===== src/rtl/bus_cycle_sequencer_if.sv =====
// Pad-side bundle of the 4004 bus cycle sequencer.
// slave = sequencer side, master = pad/requester side.
interface bus_cycle_sequencer_if;
    logic        clk1;
    logic        clk2;
    logic        sync;
    logic [11:0] addr;
    logic [3:0]  bus_in;
    logic        iow_req;
    logic [3:0]  iow_data;
    logic        ior_req;
    logic [3:0]  data_out;
    logic        data_dir;
    logic [2:0]  phase;
    logic        in_hunt;
    logic [7:0]  instr;
    logic        instr_valid;
    logic        iow_ack;
    logic        ior_ack;
    logic [3:0]  rd_data;
    logic        sync_err;
    logic        overrun;
    logic        wdog_trip;

    modport slave (
        input  clk1, clk2, sync, addr, bus_in,
        input  iow_req, iow_data, ior_req,
        output data_out, data_dir, phase, in_hunt,
        output instr, instr_valid, iow_ack, ior_ack,
        output rd_data, sync_err, overrun, wdog_trip
    );

    modport master (
        output clk1, clk2, sync, addr, bus_in,
        output iow_req, iow_data, ior_req,
        input  data_out, data_dir, phase, in_hunt,
        input  instr, instr_valid, iow_ack, ior_ack,
        input  rd_data, sync_err, overrun, wdog_trip
    );
endinterface


===== src/rtl/bus_cycle_sequencer.sv =====
// 4004 subcycle sequencer: A1..X3 tracking, fetch and X2 I/O slot.
// BUS_CYCLE_SEQUENCER_WDOG_EN adds a clk2 watchdog.
module bus_cycle_sequencer #(
    parameter bit WRITE_PRIORITY = 1'b1,
    parameter int WDOG_CYCLES    = 64
) (
    input logic sysclk,
    input logic poc,
    bus_cycle_sequencer_if.slave bus
);
    typedef enum logic [3:0] {
        A1 = 4'd0, A2 = 4'd1, A3 = 4'd2, M1 = 4'd3,
        M2 = 4'd4, X1 = 4'd5, X2 = 4'd6, X3 = 4'd7,
        HUNT = 4'd8
    } state_t;

    state_t     state;
    logic       clk2_d;
    logic       clk2_rise;
    logic       wr_pend;
    logic       rd_pend;
    logic       gnt_w;
    logic       gnt_r;
    logic [3:0] wr_nib;
    logic       m2_done;
    logic       grant_w;
    logic       grant_r;
    logic       wd_hit;
    logic       unused_ok;

    assign clk2_rise = bus.clk2 & ~clk2_d;
    assign grant_w   = wr_pend & (WRITE_PRIORITY | ~rd_pend);
    assign grant_r   = rd_pend & ~grant_w;
    assign unused_ok = bus.clk1 ^ (WDOG_CYCLES == 0);

`ifdef BUS_CYCLE_SEQUENCER_WDOG_EN
    localparam int WDW = $clog2(WDOG_CYCLES + 1);
    localparam logic [WDW-1:0] WD_MAX  = WDW'(WDOG_CYCLES);
    localparam logic [WDW-1:0] WD_LAST = WDW'(WDOG_CYCLES - 1);

    logic [WDW-1:0] wd_cnt;
    logic           wd_trip_q;

    // Trips on the sysclk whose increment would reach the limit.
    assign wd_hit = ~clk2_rise & (state != HUNT) & (wd_cnt == WD_LAST);
    assign bus.wdog_trip = wd_trip_q;

    always_ff @(posedge sysclk or posedge poc) begin
        if (poc) begin
            wd_cnt    <= '0;
            wd_trip_q <= 1'b0;
        end else begin
            wd_trip_q <= wd_hit;
            if (clk2_rise)
                wd_cnt <= '0;
            else if (wd_cnt != WD_MAX)
                wd_cnt <= wd_cnt + WDW'(1);
        end
    end
`else
    assign wd_hit        = 1'b0;
    assign bus.wdog_trip = 1'b0;
`endif

    always_ff @(posedge sysclk or posedge poc) begin
        if (poc) begin
            clk2_d          <= 1'b0;
            state           <= HUNT;
            bus.phase       <= 3'd0;
            bus.in_hunt     <= 1'b1;
            bus.data_out    <= 4'h0;
            bus.data_dir    <= 1'b0;
            bus.instr       <= 8'h00;
            bus.instr_valid <= 1'b0;
            bus.iow_ack     <= 1'b0;
            bus.ior_ack     <= 1'b0;
            bus.rd_data     <= 4'h0;
            bus.sync_err    <= 1'b0;
            bus.overrun     <= 1'b0;
            wr_pend         <= 1'b0;
            rd_pend         <= 1'b0;
            wr_nib          <= 4'h0;
            gnt_w           <= 1'b0;
            gnt_r           <= 1'b0;
            m2_done         <= 1'b0;
        end else begin
            clk2_d          <= bus.clk2;
            bus.instr_valid <= m2_done;
            m2_done         <= 1'b0;
            bus.iow_ack     <= 1'b0;
            bus.ior_ack     <= 1'b0;
            bus.sync_err    <= 1'b0;

            if (bus.iow_req) begin
                if (wr_pend) begin
                    bus.overrun <= 1'b1;
                end else begin
                    wr_pend <= 1'b1;
                    wr_nib  <= bus.iow_data;
                end
            end
            if (bus.ior_req) begin
                if (rd_pend)
                    bus.overrun <= 1'b1;
                else
                    rd_pend <= 1'b1;
            end

            if (wd_hit) begin
                state        <= HUNT;
                bus.phase    <= 3'd0;
                bus.in_hunt  <= 1'b1;
                bus.data_dir <= 1'b0;
                gnt_w        <= 1'b0;
                gnt_r        <= 1'b0;
            end else if (clk2_rise) begin
                unique case (1'b1)
                    bus.sync: begin
                        state        <= A1;
                        bus.phase    <= 3'd0;
                        bus.in_hunt  <= 1'b0;
                        bus.data_dir <= 1'b1;
                        bus.data_out <= bus.addr[3:0];
                        bus.sync_err <= (state != HUNT) && (state != X3);
                        gnt_w        <= 1'b0;
                        gnt_r        <= 1'b0;
                    end
                    !bus.sync && state == HUNT: begin
                        bus.data_dir <= 1'b0;
                    end
                    !bus.sync && state == X3: begin
                        state        <= HUNT;
                        bus.phase    <= 3'd0;
                        bus.in_hunt  <= 1'b1;
                        bus.data_dir <= 1'b0;
                        bus.sync_err <= 1'b1;
                    end
                    default: begin
                        state        <= state_t'(state + 4'd1);
                        bus.phase    <= state[2:0] + 3'd1;
                        bus.data_dir <= 1'b0;
                        unique case (state)
                            A1: begin
                                bus.data_dir <= 1'b1;
                                bus.data_out <= bus.addr[7:4];
                            end
                            A2: begin
                                bus.data_dir <= 1'b1;
                                bus.data_out <= bus.addr[11:8];
                            end
                            M1: bus.instr[7:4] <= bus.bus_in;
                            M2: begin
                                bus.instr[3:0] <= bus.bus_in;
                                m2_done        <= 1'b1;
                            end
                            X1: begin
                                gnt_w        <= grant_w;
                                gnt_r        <= grant_r;
                                bus.data_dir <= grant_w;
                                if (grant_w)
                                    bus.data_out <= wr_nib;
                            end
                            X2: begin
                                gnt_w <= 1'b0;
                                gnt_r <= 1'b0;
                                if (gnt_w) begin
                                    bus.iow_ack <= 1'b1;
                                    wr_pend     <= 1'b0;
                                end
                                if (gnt_r) begin
                                    bus.rd_data <= bus.bus_in;
                                    bus.ior_ack <= 1'b1;
                                    rd_pend     <= 1'b0;
                                end
                            end
                            default: ;
                        endcase
                    end
                endcase
            end
        end
    end
endmodule


===== src/flat_wrapper.sv =====
// flat-port wrapper written by rule: the top's interface ports become plain ports
module bus_cycle_sequencer_flat 
#(
    parameter bit WRITE_PRIORITY = 1'b1,
    parameter int WDOG_CYCLES    = 64
)
  (sysclk, poc, bus_clk1, bus_clk2, bus_sync, bus_addr, bus_bus_in, bus_iow_req, bus_iow_data, bus_ior_req, bus_data_out, bus_data_dir, bus_phase, bus_in_hunt, bus_instr, bus_instr_valid, bus_iow_ack, bus_ior_ack, bus_rd_data, bus_sync_err, bus_overrun, bus_wdog_trip);
  bus_cycle_sequencer_if bus_i ();
  input logic sysclk;
  input logic poc;
  input wire logic [$bits(bus_i.clk1)-1:0] bus_clk1;
  input wire logic [$bits(bus_i.clk2)-1:0] bus_clk2;
  input wire logic [$bits(bus_i.sync)-1:0] bus_sync;
  input wire logic [$bits(bus_i.addr)-1:0] bus_addr;
  input wire logic [$bits(bus_i.bus_in)-1:0] bus_bus_in;
  input wire logic [$bits(bus_i.iow_req)-1:0] bus_iow_req;
  input wire logic [$bits(bus_i.iow_data)-1:0] bus_iow_data;
  input wire logic [$bits(bus_i.ior_req)-1:0] bus_ior_req;
  output wire logic [$bits(bus_i.data_out)-1:0] bus_data_out;
  output wire logic [$bits(bus_i.data_dir)-1:0] bus_data_dir;
  output wire logic [$bits(bus_i.phase)-1:0] bus_phase;
  output wire logic [$bits(bus_i.in_hunt)-1:0] bus_in_hunt;
  output wire logic [$bits(bus_i.instr)-1:0] bus_instr;
  output wire logic [$bits(bus_i.instr_valid)-1:0] bus_instr_valid;
  output wire logic [$bits(bus_i.iow_ack)-1:0] bus_iow_ack;
  output wire logic [$bits(bus_i.ior_ack)-1:0] bus_ior_ack;
  output wire logic [$bits(bus_i.rd_data)-1:0] bus_rd_data;
  output wire logic [$bits(bus_i.sync_err)-1:0] bus_sync_err;
  output wire logic [$bits(bus_i.overrun)-1:0] bus_overrun;
  output wire logic [$bits(bus_i.wdog_trip)-1:0] bus_wdog_trip;
  assign bus_i.clk1 = bus_clk1;
  assign bus_i.clk2 = bus_clk2;
  assign bus_i.sync = bus_sync;
  assign bus_i.addr = bus_addr;
  assign bus_i.bus_in = bus_bus_in;
  assign bus_i.iow_req = bus_iow_req;
  assign bus_i.iow_data = bus_iow_data;
  assign bus_i.ior_req = bus_ior_req;
  assign bus_data_out = bus_i.data_out;
  assign bus_data_dir = bus_i.data_dir;
  assign bus_phase = bus_i.phase;
  assign bus_in_hunt = bus_i.in_hunt;
  assign bus_instr = bus_i.instr;
  assign bus_instr_valid = bus_i.instr_valid;
  assign bus_iow_ack = bus_i.iow_ack;
  assign bus_ior_ack = bus_i.ior_ack;
  assign bus_rd_data = bus_i.rd_data;
  assign bus_sync_err = bus_i.sync_err;
  assign bus_overrun = bus_i.overrun;
  assign bus_wdog_trip = bus_i.wdog_trip;
  bus_cycle_sequencer #(.WRITE_PRIORITY(WRITE_PRIORITY), .WDOG_CYCLES(WDOG_CYCLES)) u_core (.sysclk(sysclk), .poc(poc), .bus(bus_i));
endmodule

===== config.mk =====
export PLATFORM = sky130hd
export DESIGN_NAME = bus_cycle_sequencer_flat
export DESIGN_NICKNAME = d
export VERILOG_FILES = /design/src/rtl/bus_cycle_sequencer_if.sv /design/src/rtl/bus_cycle_sequencer.sv /design/src/flat_wrapper.sv
export SDC_FILE = /design/constraint.sdc
export NUM_CORES = 1
export LEC_CHECK = 0
export CAP_MARGIN = 10
export CORE_MARGIN = 5
export CORE_UTILIZATION = 46
export DETAILED_ROUTE_END_ITERATION = 8
export HOLD_SLACK_MARGIN = 0.08
export PLACE_DENSITY = 0.85
export SLEW_MARGIN = 20
export SYNTH_ARGS = -nofsm -noshare
export SYNTH_HDL_FRONTEND = slang
export SYNTH_SLANG_ARGS = --single-unit

===== constraint.sdc =====
create_clock -name sysclk -period 2.25 [get_ports sysclk]
set_input_delay 0.3375 -clock sysclk [delete_from_list [all_inputs] [get_ports sysclk]]
set_output_delay 0.3375 -clock sysclk [all_outputs]
set_load 0.02 [all_outputs]

==> results.txt, run 1 <==
total leakage power: 1.06 nW
mean number of vias per cell: 5.37
DR vias: 1,348
global-route wire length before repair: 7.05 mm
Worst EP required: 2.43 ns
total power: 1.97 mW
Final setup violation count: 0
initial core utilization: 47.6%
average cell area after synthesis: 11.7 um^2
cell area power density: 819 nW/um^2
layout cell share with drive strength beyond 1: 17.2%
drt drc: 0
CORE AREA: 3690 um^2
worst slew margin relative to its limit: 60.5%
sequential share of the synthesized area: 52.9%
WP data arrival: 2.18 ns
post_cts resized: 0
TritonCTS clock tree: yes
FF+latch count, synth: 37
Final Hold Fails: 0
wire per inst: 16.3 um
vias in the first global route: 1,450
status: finished clean
RSZ-0062 raised after global routing: no
largest net degree at the start of global routing: 38
worst-path maximum fanout: 9
initial DRC count: 70
Cell Area, Synth: 1750 um^2
Total GRT Usage: 17.3%
Syn Inst Count: 150
Min Hold Slack: 0.351 ns
CTS sink count: 37
CTS Buf Count: 5
post-synth top area share: 49.9%
total wire length: 4.10 mm
Final min period: 2.00 ns
Cell Rows: 22
Ant. Diodes: 0
layout filler cell count: 294
clock insertion delay at the later pin of the skew report: 0.29 ns
Setup WS pre-CTS: 0.171 ns
HPWL Detailed: 3.04 mm
Final Wtd Congestion: 0.798
leading area contributor after synthesis: dfrtp_1
worst min path class: flip-flop to flip-flop
DR pass1 iterations: 4
clock skew: 0.00685 ns
final core occ: 65.3%
met1 wire length: 1.72 mm
Critical Path Sink Type: flip-flop
commonest non-fill, non-tap cell in the layout: clkdlybuf4s50_1
most frequent cells in the layout: clkdlybuf4s50_1, dfrtp_1, mux2_2, inv_1, nor2_1
hold depth: 0
GRT overflow: 0
Max Slew Vio Count: 0
IO Port Bufs: 51
r2r endpoint: u_core.bus.data_out[0]
Reg2Reg Launch Point: u_core.state[0]
VDD IR max: 0.639 mV
CP bufs+invs: 0
CTS root buf: clkbuf_8
non-filler instance count after layout: 251
DIE WIDTH: 71.8 um
# IOs: 54
total die area: 5150 um^2
Setup TNS Final: 0 ns
clock buffer depth: 2
worst reg2reg path depth: 5
min-delay src: u_core.m2_done
reg-to-reg slack, setup: 0.25 ns
Met2 Wirelength: 2.06 mm
final worst path period share: 88.9%
main area contributors after synthesis: dfrtp_1, mux2_2, dfstp_2, ha_1, mux2i_1
crit-path cells: ha_1, nand3b_1, a21oi_1, o2111ai_1, o311ai_0
Die Y: 71.8 um
maxcap violations: 0
fin area: 2410 um^2
Placed Cells: 243
Max Clock Freq: 500 MHz
Top delay family on crit path: compound AO/OA/AOI/OAI gates
CP max stage delay: 0.50 ns
Netlist cell types: 40
fin nets: 233
Final WS setup: 0.250 ns
Post-CTS Hold Fix Bufs: 0
Hold Path Sink: u_core.bus.instr_valid
CTS clk-pin slew, worst paths: 0.07 ns
syn_nets: 181
synth warn: 0
metal3 WL: 282 um
Detail Route Antenna Nets: 0
critical path startpoint category: flip-flop
top routing layer used: met4
# Post-CTS Setup Buffers: 0
Tightest Pin Transition: 0.593 ns
H-tree depth: 2
Placed Area: 2290 um^2
area grow syn2layout: 37.3%
CP max-delay cell: a21oi_1
antenna violations before repair: 0
Worst Setup Path Type: flip-flop to flip-flop
[final cells by class]
cell class / instances / area [um^2] / share of cell area (%)
flip-flops and latches: 37 / 928 / 38.5
multi-input cells: 94 / 726 / 30.1
repair buffers: 55 / 541 / 22.4
clock buffers: 6 / 82.6 / 3.43
well taps: 48 / 60.1 / 2.49
clock inverters: 2 / 37.5 / 1.56
inverters: 9 / 33.8 / 1.40
[worst reg2reg max path: stages, from the launching register on]
cell       delay (ns)
dfrtp_1          0.48
ha_1             0.34
nand3b_1         0.19
a21oi_1          0.50
o2111ai_1        0.22
o311ai_0         0.15
[report_power, final]
group	total, mW	internal, mW	switching [mW]
clock network	0.597	0.360	0.237
logic	0.552	0.278	0.273
registers	0.823	0.753	0.0698
total	1.97	1.39	0.580
[flip-flops by register name (all words and copies together), names as in the netlist, 4 cells and up]
signal,count
u_core.bus.rd_data,4
u_core.wr_nib,4
u_core.bus.data_out,4
u_core.bus.instr,8
u_core.state,4
[kinds of logic (layout without fill, tap and decap cells)]
family	count (synthesis)	in the layout	synth area share, %
DFF	37	37	52.9
AOI/OAI and AO/OA	32	32	12.8
other	1	1	0.214
buffers and inverters	19	72	5.71
adders and majority gates	4	4	2.85
muxes	21	21	13.2
and+or+nand+nor	36	36	12.3
[routing by layer]
layer	track usage, %	up-vias
met5	0	-
met4	2.51	0
met3	6.59	4
met2	29.8	45
met1	21.1	661
li1	-	638
[cells in the mapped netlist]
| cell | n |
|---|---|
| dfrtp_1 | 35 |
| mux2_2 | 17 |
| inv_1 | 9 |
| nor2_1 | 9 |
| nand2_1 | 7 |
| a21oi_1 | 5 |
| a31oi_1 | 5 |
| buf_4 | 5 |
| ha_1 | 4 |
| mux2i_1 | 4 |
| nor2b_1 | 4 |
| o21ai_0 | 4 |
| nor3_1 | 3 |
| o2111ai_1 | 3 |
| o22ai_1 | 3 |
| o311ai_0 | 3 |
| and3_1 | 2 |
| buf_2 | 2 |
| clkbuf_1 | 2 |
| dfstp_2 | 2 |
| nand2b_1 | 2 |
| nand3b_1 | 2 |
| a21o_1 | 1 |
| a221o_1 | 1 |
| a22o_1 | 1 |
| a22oi_1 | 1 |
| a32o_1 | 1 |
| a32oi_1 | 1 |
| a41o_1 | 1 |
| and3_4 | 1 |
| and3b_1 | 1 |
| and4bb_1 | 1 |
| buf_6 | 1 |
| conb_1 | 1 |
| nand3_2 | 1 |
| nor2_2 | 1 |
| nor3b_1 | 1 |
| nor3b_4 | 1 |
| o21a_1 | 1 |
| o21bai_1 | 1 |
[worst max path at each step]
stage / startpoint / endpoint / slack, ns / cells past startpoint
after global placement: bus_clk2 / u_core.bus.instr[7] / 0.22 / 5
after detailed placement: bus_clk2 / u_core.bus.instr[4] / 0.17 / 5
after floorplan: u_core.state[0] / u_core.bus.data_out[2] / 0.64 / 5
after CTS: u_core.state[0] / u_core.bus.data_out[0] / 0.27 / 5
final: u_core.state[0] / u_core.bus.data_out[0] / 0.25 / 5
after global routing: u_core.state[0] / u_core.bus.data_out[1] / 0.09 / 5
(Power assumes the default switching activity.)
==> inputs of run 2 (changes only) <==
- CORE_UTILIZATION: 46 -> 30
- PLACE_DENSITY: 0.85 -> 0.61
==> results.txt, run 2 (synthesis results as in run 1) <==
GRT overflow: 0 (unchanged)
initial core utilization: 31.3% (-16 points)
Max Clock Freq: 535 MHz (+7.0%)
Ant. Diodes: 0 (unchanged)
Die Y: 86.5 um (+21%)
Worst Setup Path Type: flip-flop to flip-flop
DR pass1 iterations: 4 (unchanged)
final worst path period share: 83.0% (-5.9 points)
maxcap violations: 0 (unchanged)
CP bufs+invs: 1 (+1)
H-tree depth: 2 (unchanged)
total leakage power: 1.08 nW (+1.5%)
HPWL Detailed: 2.89 mm (-4.9%)
crit-path cells: inv_1, ha_1, nor2b_1, mux2i_1, and3_1, nor3_1
Critical Path Sink Type: flip-flop
worst slew margin relative to its limit: 64.5% (+4.1 points)
cell area power density: 801 nW/um^2 (-2.2%)
Total GRT Usage: 11.2% (-6.2 points)
TritonCTS clock tree: yes
min-delay src: u_core.m2_done
top routing layer used: met4
CP max stage delay: 0.48 ns (-0.02 ns)
clock insertion delay at the later pin of the skew report: 0.28 ns (about the same)
VDD IR max: 0.293 mV (-54%)
Largest register FFs: 8 (unchanged)
DIE WIDTH: 86.5 um (+21%)
clock skew: 0.00356 ns (-0.00329 ns)
largest net degree at the start of global routing: 38 (unchanged)
Min Hold Slack: 0.352 ns (+0.000710 ns)
total die area: 7480 um^2 (+45%)
CTS clk-pin slew, worst paths: 0.07 ns (about the same)
status: finished clean
IO Port Bufs: 51 (unchanged)
Met2 Wirelength: 1.81 mm (-12%)
fin nets: 236 (+1.3%)
Cell Rows: 27 (+23%)
worst-path maximum fanout: 7 (-2)
Final setup violation count: 0 (unchanged)
antenna violations before repair: 0 (unchanged)
CP max-delay cell: nor2b_1
worst min path class: flip-flop to flip-flop
Post-CTS Hold Fix Bufs: 0 (unchanged)
met1 wire length: 1.85 mm (+7.6%)
post_cts resized: 0 (unchanged)
Final Hold Fails: 0 (unchanged)
wire per inst: 14.3 um (-12%)
vias in the first global route: 1,315 (-9.3%)
CORE AREA: 5610 um^2 (+52%)
RSZ-0062 raised after global routing: no
critical path startpoint category: flip-flop
global-route wire length before repair: 6.49 mm (-7.9%)
total wire length: 3.98 mm (-3.1%)
Final min period: 1.87 ns (-0.132 ns)
CTS root buf: clkbuf_8
CTS Buf Count: 5 (unchanged)
CTS sink count: 37 (unchanged)
CP Launch Point: u_core.state[1]
# IOs: 54 (unchanged)
Top delay family on crit path: simple AND/OR/NAND/NOR gates
commonest non-fill, non-tap cell in the layout: clkdlybuf4s50_1
Reg2Reg Launch Point: u_core.state[1]
Tightest Pin Transition: 0.531 ns (-0.0620 ns)
clock buffer depth: 2 (unchanged)
mean number of vias per cell: 4.69 (-13%)
area grow syn2layout: 40.1%
layout filler cell count: 560 (+90%)
drt drc: 0 (unchanged)
Reg with most FFs: u_core.bus.instr
Final Wtd Congestion: 0.738 (-7.4%)
Detail Route Antenna Nets: 0 (unchanged)
most frequent cells in the layout: clkdlybuf4s50_1, dfrtp_1, mux2_2, inv_1, nor2_1
Setup TNS Final: 0 ns (unchanged)
initial DRC count: 56 (-20%)
Max Slew Vio Count: 0 (unchanged)
layout cell share with drive strength beyond 1: 18.0% (+0.72 points)
metal3 WL: 244 um (-13%)
DR vias: 1,304 (-3.3%)
Worst EP required: 2.45 ns (+0.02 ns)
WP data arrival: 2.07 ns (-0.11 ns)
# Post-CTS Setup Buffers: 0 (unchanged)
run 2: layout make-up:
cell class | count | area [um^2] | area share, %
Tap cell | 72 | 90.1 | 3.67
Clock inverter | 1 | 30.0 | 1.22
Inverter | 9 | 33.8 | 1.37
Multi-Input combinational cell | 94 | 726 | 29.5
Clock buffer | 7 | 86.3 | 3.51
Timing Repair Buffer | 58 | 563 | 22.9
Sequential cell | 37 | 928 | 37.8
run 2: routing by layer:
metal	vias to the layer above	global-route usage (%)
met5	-	0
met4	0	4.67
met3	7	3.42
met2	40	17.3
met1	615	14.4
li1	642	-
run 2: stage by stage:
step	power (mW)	cells	setup WS [ns]	utilization (%)	cell area, um^2
2_1_floorplan	1.14	150	0.639	-	1750
3_3_place_gp	1.39	270	0.283	41.7	2340
3_5_place_dp	1.40	270	0.257	41.7	2340
4_1_cts	2.00	278	0.347	43.8	2460
5_1_grt	2.07	278	0.215	43.8	2460
6_report	1.97	278	0.382	43.8	2460
run 2: path summary, 6_finish.rpt:
check | endpoint | slack, ns | cells after the start
max in group asynchronous | u_core.bus.in_hunt | 1.43 | 3
max reg2reg | u_core.bus.data_out[2] | 0.38 | 6
min reg2reg | u_core.bus.instr_valid | 0.35 | 0
min in group asynchronous | u_core.bus.instr[2] | 0.47 | 3
min | u_core.bus.instr_valid | 0.35 | 0
max | u_core.bus.data_out[2] | 0.38 | 6
run 2: worst reg2reg max path: cells and delay by family, from the launching register on:
family,cells,cell delay [ns]
and+or+nand+nor,3,0.83
DFF,1,0.46
adders and majority gates,1,0.23
muxes,1,0.14
buffers and inverters,1,0.13
run 2: power breakdown:
part	switching (mW)	internal, mW	leakage, nW
clock network	0.227	0.361	0.0585
logic	0.277	0.289	0.556
registers	0.0601	0.753	0.467
total	0.564	1.40	1.08
